===== config.mk =====
export PLATFORM = sky130hd
export DESIGN_NAME = rf_writeback_queue
export DESIGN_NICKNAME = d
export VERILOG_FILES = /design/src/rtl/rf_writeback_queue.sv
export SDC_FILE = /design/constraint.sdc
export NUM_CORES = 1
export LEC_CHECK = 0
export ABC_AREA = 1
export CAP_MARGIN = 5
export CORE_MARGIN = 10
export CORE_UTILIZATION = 30
export CTS_BUF_LIST = sky130_fd_sc_hd__clkbuf_4 sky130_fd_sc_hd__clkbuf_8
export CTS_CLUSTER_SIZE = 14
export DETAILED_ROUTE_END_ITERATION = 12
export PLACE_DENSITY = 0.49
export SLEW_MARGIN = 0
export SYNTH_ARGS = -nofsm -noshare
export SYNTH_HDL_FRONTEND = slang
export SYNTH_SLANG_ARGS = --single-unit

===== constraint.sdc =====
create_clock -name clk -period 6.2 [get_ports clk]
set_input_delay 1.24 -clock clk [delete_from_list [all_inputs] [get_ports clk]]
set_output_delay 1.24 -clock clk [all_outputs]
set_load 0.01 [all_outputs]

===== src/rtl/rf_writeback_queue.sv =====
// In-order write-back buffer for the 32x32 register file.
// Retires one queued result per free write-port cycle; forwards queued values to decode.
module rf_writeback_queue #(
  parameter int DEPTH = 4,
  parameter int AW    = 5,
  parameter int DW    = 32
) (
  input  logic                   clk,
  input  logic                   rst_n,
  input  logic                   in_valid,
  output logic                   in_ready,
  input  logic [AW-1:0]          in_rd,
  input  logic [DW-1:0]          in_data,
  input  logic                   port_free,
  output logic                   WE3,
  output logic [AW-1:0]          A3,
  output logic [DW-1:0]          WD3,
  input  logic [AW-1:0]          q1_addr,
  input  logic [AW-1:0]          q2_addr,
  output logic                   q1_hit,
  output logic                   q2_hit,
  output logic [DW-1:0]          q1_data,
  output logic [DW-1:0]          q2_data,
  output logic [$clog2(DEPTH):0] count,
  output logic                   full,
  output logic                   empty
);

  localparam int PW = $clog2(DEPTH);
  localparam int CW = PW + 1;

  logic [AW-1:0] ent_rd   [DEPTH];
  logic [DW-1:0] ent_data [DEPTH];
  logic [PW-1:0] rd_ptr;
  logic [PW-1:0] wr_ptr;
  logic [PW-1:0] idx;
  logic          push;
  logic          store;
  logic          pop;

  assign empty    = (count == '0);
  assign full     = (count == CW'(DEPTH));
  assign WE3      = !empty && port_free;
  assign pop      = WE3;
  assign in_ready = !full || WE3;
  assign push     = in_valid && in_ready;
  // x0 writes complete the handshake but never occupy a slot
  assign store    = push && (in_rd != '0);
  assign A3       = WE3 ? ent_rd[rd_ptr]   : '0;
  assign WD3      = WE3 ? ent_data[rd_ptr] : '0;

  always_ff @(posedge clk or negedge rst_n) begin
    if (!rst_n) begin
      rd_ptr <= '0;
      wr_ptr <= '0;
      count  <= '0;
    end else begin
      if (store) wr_ptr <= wr_ptr + PW'(1);
      if (pop)   rd_ptr <= rd_ptr + PW'(1);
      unique case ({store, pop})
        2'b10:   count <= count + CW'(1);
        2'b01:   count <= count - CW'(1);
        default: count <= count;
      endcase
    end
  end

  always_ff @(posedge clk) begin
    if (store) begin
      ent_rd[wr_ptr]   <= in_rd;
      ent_data[wr_ptr] <= in_data;
    end
  end

  // Walk oldest to youngest so the youngest match overwrites earlier ones
  always_comb begin
    q1_hit  = 1'b0;
    q1_data = '0;
    q2_hit  = 1'b0;
    q2_data = '0;
    idx     = '0;
    for (int k = 0; k < DEPTH; k++) begin
      idx = rd_ptr + PW'(k);
      if (CW'(k) < count) begin
        if (q1_addr != '0 && ent_rd[idx] == q1_addr) begin
          q1_hit  = 1'b1;
          q1_data = ent_data[idx];
        end
        if (q2_addr != '0 && ent_rd[idx] == q2_addr) begin
          q2_hit  = 1'b1;
          q2_data = ent_data[idx];
        end
      end
    end
  end

endmodule


After elaboration in Yosys (flattened, before gate mapping):

Memories as Yosys holds them, arrays and structs flattened.
Index checks and enable logic that the tools add are counted.

* register bits after elaboration: 7
* bits in writable memories: 148
* input port bits: 51
* output and inout bits: 110
* word-level logic and storage cells: 82
* memories: 2

* add/sub/neg operators: 6
* order comparisons: 4
* equality and inequality tests: 11
* multiplexer cells: 37
* reduce and logical (&&, ||, !) cells: 19

Memories
* ent_data: depth 4, width 32, read ports 4, clocked after Yosys merged registers in 0, write ports 1, line 33 `logic [DW-1:0] ent_data [DEPTH];`
* ent_rd: depth 4, width 5, read ports 4, clocked after Yosys merged registers in 0, write ports 1, line 32 `logic [AW-1:0] ent_rd [DEPTH];`

Operators with widths (number)
* 32-bit two-way mux: 17
* 5-bit equality test: 8
* 1-bit two-way mux: 18
* 5-bit nonzero test: 3
* 1-bit logical AND: 11
* 1-bit by 3-bit < comparator with 1-bit output (first input constant): 2
* 2-bit by 3-bit < comparator with 1-bit output (first input constant): 2
* 3-bit one-hot mux with 2 select lines: 1
* 5-bit two-way mux: 1
* 2-bit by 1-bit adder with 2-bit output (second input constant): 2
* 2-bit adder (second input constant): 2
* 3-bit by 1-bit adder with 3-bit output (second input constant): 1
* 3-bit equality test (second input constant): 1
* 3-bit zero test: 1
* 3-bit by 1-bit subtractor with 3-bit output (second input constant): 1
* 2-bit by 1-bit equality test with 1-bit output (second input constant): 1
* 2-bit equality test (second input constant): 1
* 1-bit zero test: 2
* 2-bit nonzero test: 1
* 1-bit logical OR: 1

Depth between registers and ports, before layout:

Gate-level depths: netlist of the first run.
An unclocked memory read counts as a cell.

* depth in word-level cells: 11
* depth in mapped cells: 17
* gate-level depth less buffers: 14

Worst setup path after synthesis of the first run:

Ideal clock, no wire load.

* path type: in2out
* start point: input q1_addr[3]
* end point: output q1_data[10]
* arrival time: 2536 ps
* required time: 4960 ps
* setup slack: 2424 ps
* stages on the path: 13
* path buffers: 2
* cell sequence: clkbuf_1 -> nor2_1 -> nand3_1 -> inv_1 -> nor2_1 -> nand2_1 -> nor2_4 -> nand3_2 -> buf_2 -> nand2_1 -> nand3_1 -> nand2_1 -> nand2_1

* word-level cells in the longest chain between the ends: 10
* elaborated cells on any way between the ends: 17
* classes of those cells: 4 x eq/ne; 8 x mux; 5 x reduce/logical

Ends and longest elaborated chain
* from (decl): line 18 `input logic [AW-1:0] q1_addr,`
* 5-bit equality test or 5-bit nonzero test (tied branches): line 85 `if (q1_addr != '0 && ent_rd[idx] == q1_addr) begin`
* 1-bit logical AND: line 85
* 32-bit two-way mux: line 85
* 32-bit two-way mux: line 84 `if (CW'(k) < count) begin`
* 32-bit two-way mux: line 85
* 32-bit two-way mux: line 84
* 32-bit two-way mux: line 85
* 32-bit two-way mux: line 84
* 32-bit two-way mux: line 85
* 32-bit two-way mux *: line 84
* to (decl): line 22 `output logic [DW-1:0] q1_data,`

Mark *: on every way between the ends. The rest lies on a longest branch, timed or not.

Worst setup path after layout of the first run:

* start point: register rd_ptr[1]
* end point: output q1_data[1]

* word-level cells in the longest chain between the ends: 11
* elaborated cells on any way between the ends: 21
* classes of those cells: 3 x add/sub; 4 x eq/ne; 8 x mux; 4 x reduce/logical; 2 x memory

Ends and longest elaborated chain
* from (decl): line 34 `logic [PW-1:0] rd_ptr;`
* from (signal assigned): line 59 `if (pop) rd_ptr <= rd_ptr + PW'(1);`
* branches (longest 10 deep; another with memory read 4 x 5 bit)
* 32-bit two-way mux *: line 84

Mark *: on every way between the ends.

==> results of run 1 <==
[where the power goes]
group,internal [mW],switching [mW],total (mW)
registers,1.38,0.134,1.51
logic,1.65,3.51,5.16
clock network,0.365,0.435,0.801
total,3.40,4.08,7.48
[per-layer routing]
| metal | global-route usage (%) | vias to the layer above | wire length, um |
|---|---|---|---|
| li1 | - | 6334 | - |
| met1 | 22.8 | 5744 | 20700 |
| met2 | 27.9 | 357 | 20200 |
| met3 | 2.79 | 38 | 2450 |
| met4 | 3.73 | 2 | 583 |
| met5 | 0 | - | 8 |
[logic make-up (layout without fill, tap and decap cells)]
kind of cell / after synthesis / in the layout
muxes: 2 / 2
DFF: 155 / 155
and+or+nand+nor: 1161 / 1161
other: 0 / 1
buffers and inverters: 303 / 398
AOI/OAI and AO/OA: 273 / 273
xor gates and xnor gates: 11 / 11
adders and majority gates: 9 / 9
[through the flow]
| step | util (%) | instances |
|---|---|---|
| 6_report | 35.9 | 2542 |
| 3_5_place_dp | 34.8 | 2508 |
| 5_1_grt | 35.9 | 2542 |
| 4_1_cts | 35.8 | 2540 |
| 2_1_floorplan | - | 1914 |
| 3_3_place_gp | 34.8 | 2508 |
[layout by cell type (no fill, tap or decap), drive strengths merged, types with 2 or more instances in the layout]
| master | instances |
|---|---|
| bufinv | 2 |
| edfxtp | 148 |
| clkdlybuf4s50 | 160 |
| inv | 181 |
| dfrtp | 7 |
| clkinvlp | 2 |
| nand2 | 690 |
| buf | 31 |
| clkbuf | 17 |
| a21oi | 6 |
| nand3 | 127 |
| xor2 | 9 |
| nor2 | 275 |
| nand4 | 64 |
| xnor2 | 2 |
| clkinv | 5 |
| o21ai | 266 |
| mux2i | 2 |
| ha | 9 |
| nand3b | 4 |
[timing repair]
item	4_1_cts	5_1_grt
buffers inserted	0	1
endpoints found under the setup margin	0	2
hold buffers	0	0
[path summary, 6_finish.rpt]
path | to | slack (ns) | cells past startpoint
worst min-delay path | count[0] | 0.58 | 1
min in group asynchronous | count[1] | 1.02 | 1
max in group asynchronous | rd_ptr[0] | 4.88 | 1
worst min register to register | count[0] | 0.58 | 1
worst max register to register | ent_data[0][13] | 3.54 | 8
worst max-delay path | q1_data[1] | 0.35 | 14
[sequential cells by signal, summed over array words and instances, names as in the netlist]
name	count
count	3
ent_data	128
ent_rd	20
rd_ptr	2
wr_ptr	2
[critical path, delay by kind of cell (launching register included)]
kind	cells	cell delay, ns
buffers and inverters	3	1.32
AND/OR/NAND/NOR	11	2.13
flip-flops	1	0.67
[cell type report]
class / instances / area, sq um
inverters: 175 / 659
clock buffers: 17 / 234
diodes: 1 / 2.50
flip-flops and latches: 155 / 4630
fillers: 4481 / 26300
multi-input cells: 1456 / 6470
clock inverters: 15 / 163
repair buffers: 191 / 1850
well taps: 532 / 666
==> results.toml, run 1 <==
[outcome]
outcome = "finished, final reports clean"

[finish]
nets = 2056
area_growth_pct = 18.1
stdcell_area_sq_um = 14700
drive_gt1_share_pct = 4.98

[synth]
synth_mux_area_share_pct = 0.161
async_flop_share_pct = 4.52
synth-seq-area-share_pct = 37.2
ys_top_cells_by_count = "nand2_1, nor2_1, o21ai_0"
yosys.area_share.adder_pct = 0.906
yosys_warnings = 0
yosysUniqueCellTypes = 31
yosysTopAreaCellShare_pct = 35.8
ys_top_cells_by_area = "edfxtp_1, nand2_1, o21ai_0, nor2_1, inv_1"
synth.most_common_cell = "nand2_1"
synth_largest_area_cell = "edfxtp_1"
netlist_area_sq_um = 12400
synth-simple-area-share_pct = 38.6
synth_top_family_by_area = "simple AND/OR/NAND/NOR gates"
ys.flop_type = "edfxtp_1"
synth_edf_count = 148
ys_ff_latch = 155
synth-compound-area-share_pct = 11.2
syn_nets = 1974
synthXorXnorAreaFrac_pct = 0.775
synth_cells = 1914
avgSynthCellArea_sq_um = 6.49

[grt]
grt_use_total_pct = 16.9
grt_antenna_before_repair = 2
grt_max_degree = 134
grt_pass1_vias = 11600
grt_pass1_wl_um = 66900
overflow = 0

[sta]
tns_ns = 0
slew_viol_final = 0
fin_ws_ns = 0.350
whs_ns = 0.583
maxSlewHeadroom_pct = 27.2
fmax_mhz = 171
worst_pin_slew_ns = 1.09
skew_ns = 0.0177
fin_crit_sh_pct = 94.4
rsz0062_at_grt = "false"
hold_violations = 0
final.min_clock_period_ns = 5.85
finalSetupViolCount = 0

[setup_path]
crit_type = "register to output pin"
crit_top_cell = "nand2_1"
r2r-start = "count[0]"
crit_start = "rd_ptr[1]"
end_kind = "output pin"
max_stage_delay_ns = 0.67
cp_cell_sequence = "inv_2 > nand2_1 > nand2_4 > nand2_1 > nand3_1 > nand2_1 > nor2_4 > nand3_2 > buf_4 > nand2_1 > nand3_1 > nand2_1 > nand2_1 > clkdlybuf4s50_1"
slowest_stage = "dfrtp_4"
cp.required_ns = 4.96
critical_path_arrival_ns = 4.61
cp_max_fo = 57
start_kind = "register"

[route]
first_pass_iters = 6
final_antenna_net_count = 0
drc_errors = 0
drtIter0Drc = 1019
vias = 12500
wl_per_cell_um = 17.3
viasPerCell = 4.91
drt_wl_total_um = 43900

[flow_run]
drv_cap = 0

[clock_tree]
cts-root-buf = "clkbuf_8"
clock_latency_ns = 0.47
cts_buffers = 17
cts_buffer_depth = 2
tritoncts = "built"
cts.sinks = 155
clk_pin_slew_worst_paths_ns = 0.10
post_cts_resized = 0
htree_levels = 4

[die]
core-area_sq_um = 40900
row_count = 74
die-area_sq_um = 50000
die_x_um = 224
initial_core_util_pct = 30.4
die_h_um = 224
io_pins = 161

[power]
power.leakage_nw = 6.44
finalPower_mw = 7.48
power_density_nw_per_um2 = 510
ir_worst_vdd_mv = 0.303

[worst_hold_path]
hp-start = "count[0]"
hold_path.class = "register to register"

[placed_design]
port_buffers = 160
place_ws_ns = 0.697
gp_congestion = 0.890
placed_area_sq_um = 14300
hpwl_um = 29700
(Power assumes the default switching activity.)
==> run 2: changes to the inputs <==
- MAX_ROUTING_LAYER: default -> met4
- clock period: 6.2 -> 6.1 ns (I/O delays scaled with it)
==> run 2 against run 1 <==
Net effect:
- sequential power is essentially flat
- power up 1.8%
- worst setup slack better by 0.17 ns
- sequential share of layout area about the same
- hold slack worse by 0.027 ns
- register-to-register slack lost 0.09 ns
- largest power group unchanged
==> results.toml, run 2 (synthesis gave the netlist of run 1 again) <==
[outcome]
outcome = "finished, final reports clean"

[placed_design]
gp_congestion = 0.913
place_ws_ns = 0.767
hpwl_um = 30100
port_buffers = 160
placed_area_sq_um = 14300

[die]
die-area_sq_um = 50000
initial_core_util_pct = 30.4
die_x_um = 224
row_count = 74
die_h_um = 224
io_pins = 161
core-area_sq_um = 40900

[route]
viasPerCell = 4.91
final_antenna_net_count = 0
drtIter0Drc = 1074
first_pass_iters = 6
wl_per_cell_um = 17.4
drt_wl_total_um = 44200
vias = 12500
drc_errors = 0

[finish]
area_growth_pct = 18.2
reg_top3 = "ent_data x128, ent_rd x20, count x3"
largest_reg_flops = 128
drive_gt1_share_pct = 5.02
nets = 2058
mostFrequentLayoutCells = "nand2_1, nor2_1, o21ai_0"
stdcell_area_sq_um = 14700
top_register = "ent_data"
final_common_cell = "nand2_1"

[sta]
slew_viol_final = 0
finalSetupViolCount = 0
fin_ws_ns = 0.523
fin_crit_sh_pct = 91.4
maxSlewHeadroom_pct = 28.0
worst_pin_slew_ns = 1.08
skew_ns = 0.0157
fmax_mhz = 179
tns_ns = 0
final.min_clock_period_ns = 5.58
hold_violations = 0
rsz0062_at_grt = "false"
whs_ns = 0.556

[setup_path]
crit_type = "register to output pin"
cp.required_ns = 4.88
slowest_stage = "buf_4"
r2r_end = "ent_data[0][9]"
crit_start = "rd_ptr[0]"
max_stage_delay_ns = 0.78
ff2ff_path_depth = 8
end_kind = "output pin"
critPathCapture = "q1_data[1]"
critical_path_arrival_ns = 4.36
cp_max_fo = 119
start_kind = "register"
cp_cell_sequence = "buf_4 > nand2_1 > nand3_2 > nand2_1 > nand2_1 > nand2_1 > nor2_1 > nand3_2 > buf_4 > nor2_1 > nand2_1 > nand3_1 > nand2_1 > nand2_1 > clkdlybuf4s50_1"
crit_top_cell = "nand2_1"
r2r-start = "count[0]"
r2r_slack_ns = 3.45

[clock_tree]
cts.sinks = 155
cts_buffers = 17
hold_buffers = 0
tritoncts = "built"
clock_latency_ns = 0.48
clk_pin_slew_worst_paths_ns = 0.10
post_cts_resized = 0
cts-root-buf = "clkbuf_8"
cts_buffer_depth = 2
htree_levels = 4
postCtsSetupRepairBufs = 0

[grt]
grt_pass1_vias = 11600
grt_use_total_pct = 17.6
grt_pass1_wl_um = 67700
grt_max_degree = 130
grt_antenna_before_repair = 2
overflow = 0

[worst_hold_path]
hold_path.class = "register to register"

[power]
power.leakage_nw = 6.45
power_density_nw_per_um2 = 518
finalPower_mw = 7.61
ir_worst_vdd_mv = 0.258

[flow_run]
drv_cap = 0
==> run 2: cell types whose count changed in the layout (fill, tap and decap cells not counted) <==
cell / change
clkinv_1: +1
bufinv_16: -1
diode_2: +1
inv_8: +1
clkinv_8: +1
inv_6: -1
buf_4: +2
clkinv_2: -3
clkinv_4: +2
==> run 2: how the worst min path moves through the flow <==
| stage | from | to | slack, ns | cells past startpoint |
|---|---|---|---|---|
| final | count[1] | count[1] | 0.56 | 2 |
| after global routing | count[1] | count[1] | 0.61 | 2 |
| after CTS | count[1] | count[1] | 0.56 | 2 |
| after detailed placement | count[1] | count[1] | 0.54 | 2 |
| after global placement | count[1] | count[1] | 0.55 | 2 |
| after floorplan | count[1] | count[1] | 0.55 | 2 |
==> run 2: area by class of cell <==
cell class	instances	area [sq um]
tap	532	666
timing repair buffer	193	1860
multi-input combinational	1456	6470
antenna	2	5.00
inverter	175	659
fill	4391	26200
sequential	155	4630
clock buffer	17	234
clock inverter	15	158
==> run 2: per-layer routing <==
metal	global-route usage (%)	up-vias	wire, um
li1	-	6329	-
met1	22.9	5728	20700
met2	28.2	410	20500
met3	2.85	31	2430
met4	4.14	0	584
met5	-	-	0
==> run 2: metrics by stage <==
step,instances,util [%]
detailed placement,2511,34.9
CTS,2543,35.9
global route,2545,35.9
floorplan,1914,-
finish,2545,35.9
global placement,2511,34.9
==> run 2: report_power, final <==
part | switching, mW | total (mW) | internal, mW
logic | 3.60 | 5.28 | 1.69
registers | 0.123 | 1.53 | 1.40
clock network | 0.464 | 0.801 | 0.337
total | 4.18 | 7.61 | 3.43
==> run 2: critical path: cells and delay by family, from the launching register on <==
| family | cells | cell delay, ns |
|---|---|---|
| flops | 1 | 0.58 |
| simple gates | 12 | 1.53 |
| buf+inv | 3 | 1.72 |
==> run 3: changes to the inputs <==
- ABC_AREA: 1 -> default
==> run 3 against run 2 <==
Net effect:
- register-to-register slack worse by 0.60 ns
- core utilization is 0.82 points higher
- clock power is 5.1% higher
- die area is 5.1% lower
- power is 8.4% lower
- final cell count is 27% lower
- area after synthesis is 5.6% lower
- sequential power is 3% higher
- critical path type unchanged
- largest power group unchanged
==> results.toml, run 3 <==
[route]
viasPerCell = 5.35
vias = 9916
final_antenna_net_count = 0
drt_wl_total_um = 39900
drc_errors = 0
wl_per_cell_um = 21.5
first_pass_iters = 7
drtIter0Drc = 538

[synth]
ys_top_cells_by_count = "nand2_1, edfxtp_1, mux2i_1"
yosysUniqueCellTypes = 51
async_flop_share_pct = 4.52
synth.most_common_cell = "nand2_1"
avgSynthCellArea_sq_um = 9.54
synth_top_family_by_area = "multiplexers"
syn_nets = 1289
yosysTopAreaCellShare_pct = 37.9
ys_ff_latch = 155
yosys.area_share.adder_pct = 0.960
synth-simple-area-share_pct = 14.8
synth_mux_area_share_pct = 19.2
netlist_area_sq_um = 11700
synth_edf_count = 148
synth-seq-area-share_pct = 39.4
ys.flop_type = "edfxtp_1"
synth-compound-area-share_pct = 16.2
synthXorXnorAreaFrac_pct = 3.36
synth_cells = 1229
ys_top_cells_by_area = "edfxtp_1, mux2i_1, nand2_1, mux2_2, mux4_2"
synth_largest_area_cell = "edfxtp_1"
yosys_warnings = 0

[setup_path]
cp_cell_sequence = "mux4_1 > xor2_1 > or4_2 > buf_4 > nor3_1 > a221oi_1 > o21ai_1 > clkdlybuf4s50_1"
ff2ff_path_depth = 8
r2r_end = "ent_data[2][19]"
start_kind = "register"
cp_max_fo = 21
r2r-start = "count[0]"
path_buf_inv = 2
end_kind = "output pin"
crit_family = "simple AND/OR/NAND/NOR gates"
crit_type = "register to output pin"
slowest_stage = "or4_2"
cp.required_ns = 4.88
r2r_slack_ns = 2.85
max_stage_delay_ns = 0.94
critical_path_arrival_ns = 4.50

[die]
core-area_sq_um = 38600
io_pins = 161
initial_core_util_pct = 30.3
die_h_um = 218
row_count = 72
die-area_sq_um = 47400
die_x_um = 218

[finish]
nets = 1385
nFillCells = 3852
instances_no_fill = 1855
largest_reg_flops = 128
mostFrequentLayoutCells = "nand2_1, clkdlybuf4s50_1, edfxtp_1"
drive_gt1_share_pct = 12.8
area_growth_pct = 20.9
reg_top3 = "ent_data x128, ent_rd x20, count x3"
top_register = "ent_data"
final_common_cell = "nand2_1"

[placed_design]
post-place-cells = 1824
port_buffers = 160
gp_congestion = 0.827
hpwl_um = 27500

[sta]
slew_viol_final = 0
maxSlewHeadroom_pct = 29.2
tns_ns = 0
worst_pin_slew_ns = 1.06
final.min_clock_period_ns = 5.72
hold_violations = 0
skew_ns = 0.0139
fin_crit_sh_pct = 93.7
fmax_mhz = 175
rsz0062_at_grt = "false"
finalSetupViolCount = 0

[power]
power.leakage_nw = 5.50
power_density_nw_per_um2 = 491
ir_worst_vdd_mv = 0.294

[clock_tree]
hold_buffers = 0
postCtsSetupRepairBufs = 0
cts-root-buf = "clkbuf_8"
cts_buffer_depth = 2
cts_buffers = 17
cts.sinks = 155
clk_pin_slew_worst_paths_ns = 0.09
tritoncts = "built"
post_cts_resized = 0
clock_latency_ns = 0.47
htree_levels = 4

[grt]
grt_pass1_wl_um = 60600
overflow = 0
grt_pass1_vias = 9857
grt_use_total_pct = 17.0
grt_antenna_before_repair = 1
grt_max_degree = 106

[flow_run]
drv_cap = 0

[worst_hold_path]
hold_path.class = "register to register"
hold_path_depth = 1
hp-start = "count[0]"
hold_end = "count[0]"

[outcome]
outcome = "finished, final reports clean"
==> run 3: cell types whose count changed after synthesis, sizes merged, moves of 124 or more <==
cell	change
inv	-135
o21ai	-166
mux2i	+137
nand3	-124
nor2	-202
nand2	-506
==> run 3: cells by family after synthesis <==
group | after synthesis
AO/OA/AOI/OAI | 277
XOR/XNOR | 45
buffers and inverters | 158
AND/OR/NAND/NOR | 389
multiplexers | 196
adder cells (fa/ha/maj) | 9
flip-flops | 155
==> run 3: final cells by class <==
type | instances | area (sq um) | area share (%)
diodes | 1 | 2.50 | 0.0176
clock buffers | 17 | 234 | 1.65
clock inverters | 13 | 178 | 1.25
inverters | 40 | 153 | 1.08
multi-input cells | 916 | 6440 | 45.4
flip-flops and latches | 155 | 4630 | 32.6
well taps | 518 | 648 | 4.57
repair buffers | 195 | 1900 | 13.4
==> run 3: how the worst max path moves through the flow <==
| stage | start | depth (start not counted) | slack, ns | to |
|---|---|---|---|---|
| 3_3_place_gp | q2_addr[1] | 8 | 0.54 | q2_data[17] |
| 6_report | rd_ptr[0] | 8 | 0.38 | q2_data[0] |
| 3_5_place_dp | q2_addr[2] | 7 | 0.50 | q2_data[31] |
| 5_1_grt | rd_ptr[0] | 8 | 0.16 | q2_data[20] |
| 4_1_cts | rd_ptr[0] | 7 | 0.38 | q2_data[31] |
| 2_1_floorplan | q2_addr[0] | 8 | 1.95 | q2_data[11] |
==> run 3: through the flow <==
step                setup WS (ns)  hold slack [ns]  area, sq um  total power, mW  util [%]
floorplan                    1.95            0.580        11700             4.52         -
global placement            0.535            0.617        13800             6.14      35.6
detailed placement          0.502            0.624        13800             6.17      35.6
CTS                         0.375            0.642        14200             7.02      36.7
global route                0.164            0.688        14200             7.44      36.7
finish                      0.383            0.646        14200             6.97      36.7
==> run 3: worst register-to-register path, cell delays in order, from the launching register on <==
cell and delay, ns:
dfrtp_1 0.51, inv_1 0.11, ha_1 0.22, and2_1 0.17, nand2b_1 0.09, nand2_1 0.07, a21oi_1 0.47, and2_2 0.90
buf_4 0.41
==> run 3: metal layers <==
layer	up-vias	share of wire, %	wire length (um)	global-route usage, %
met5	-	0	0	-
met4	0	1.4	562	4.47
met3	35	4.7	1890	2.90
met2	269	48	19300	27.4
met1	4907	45	18100	21.8
li1	4705	-	-	-
==> run 3: where the power goes <==
| group | total, mW | leakage, nW | internal, mW | switching (mW) |
|---|---|---|---|---|
| clock network | 0.842 | 0.207 | 0.438 | 0.405 |
| logic | 4.55 | 3.86 | 1.86 | 2.68 |
| registers | 1.58 | 1.44 | 1.40 | 0.175 |
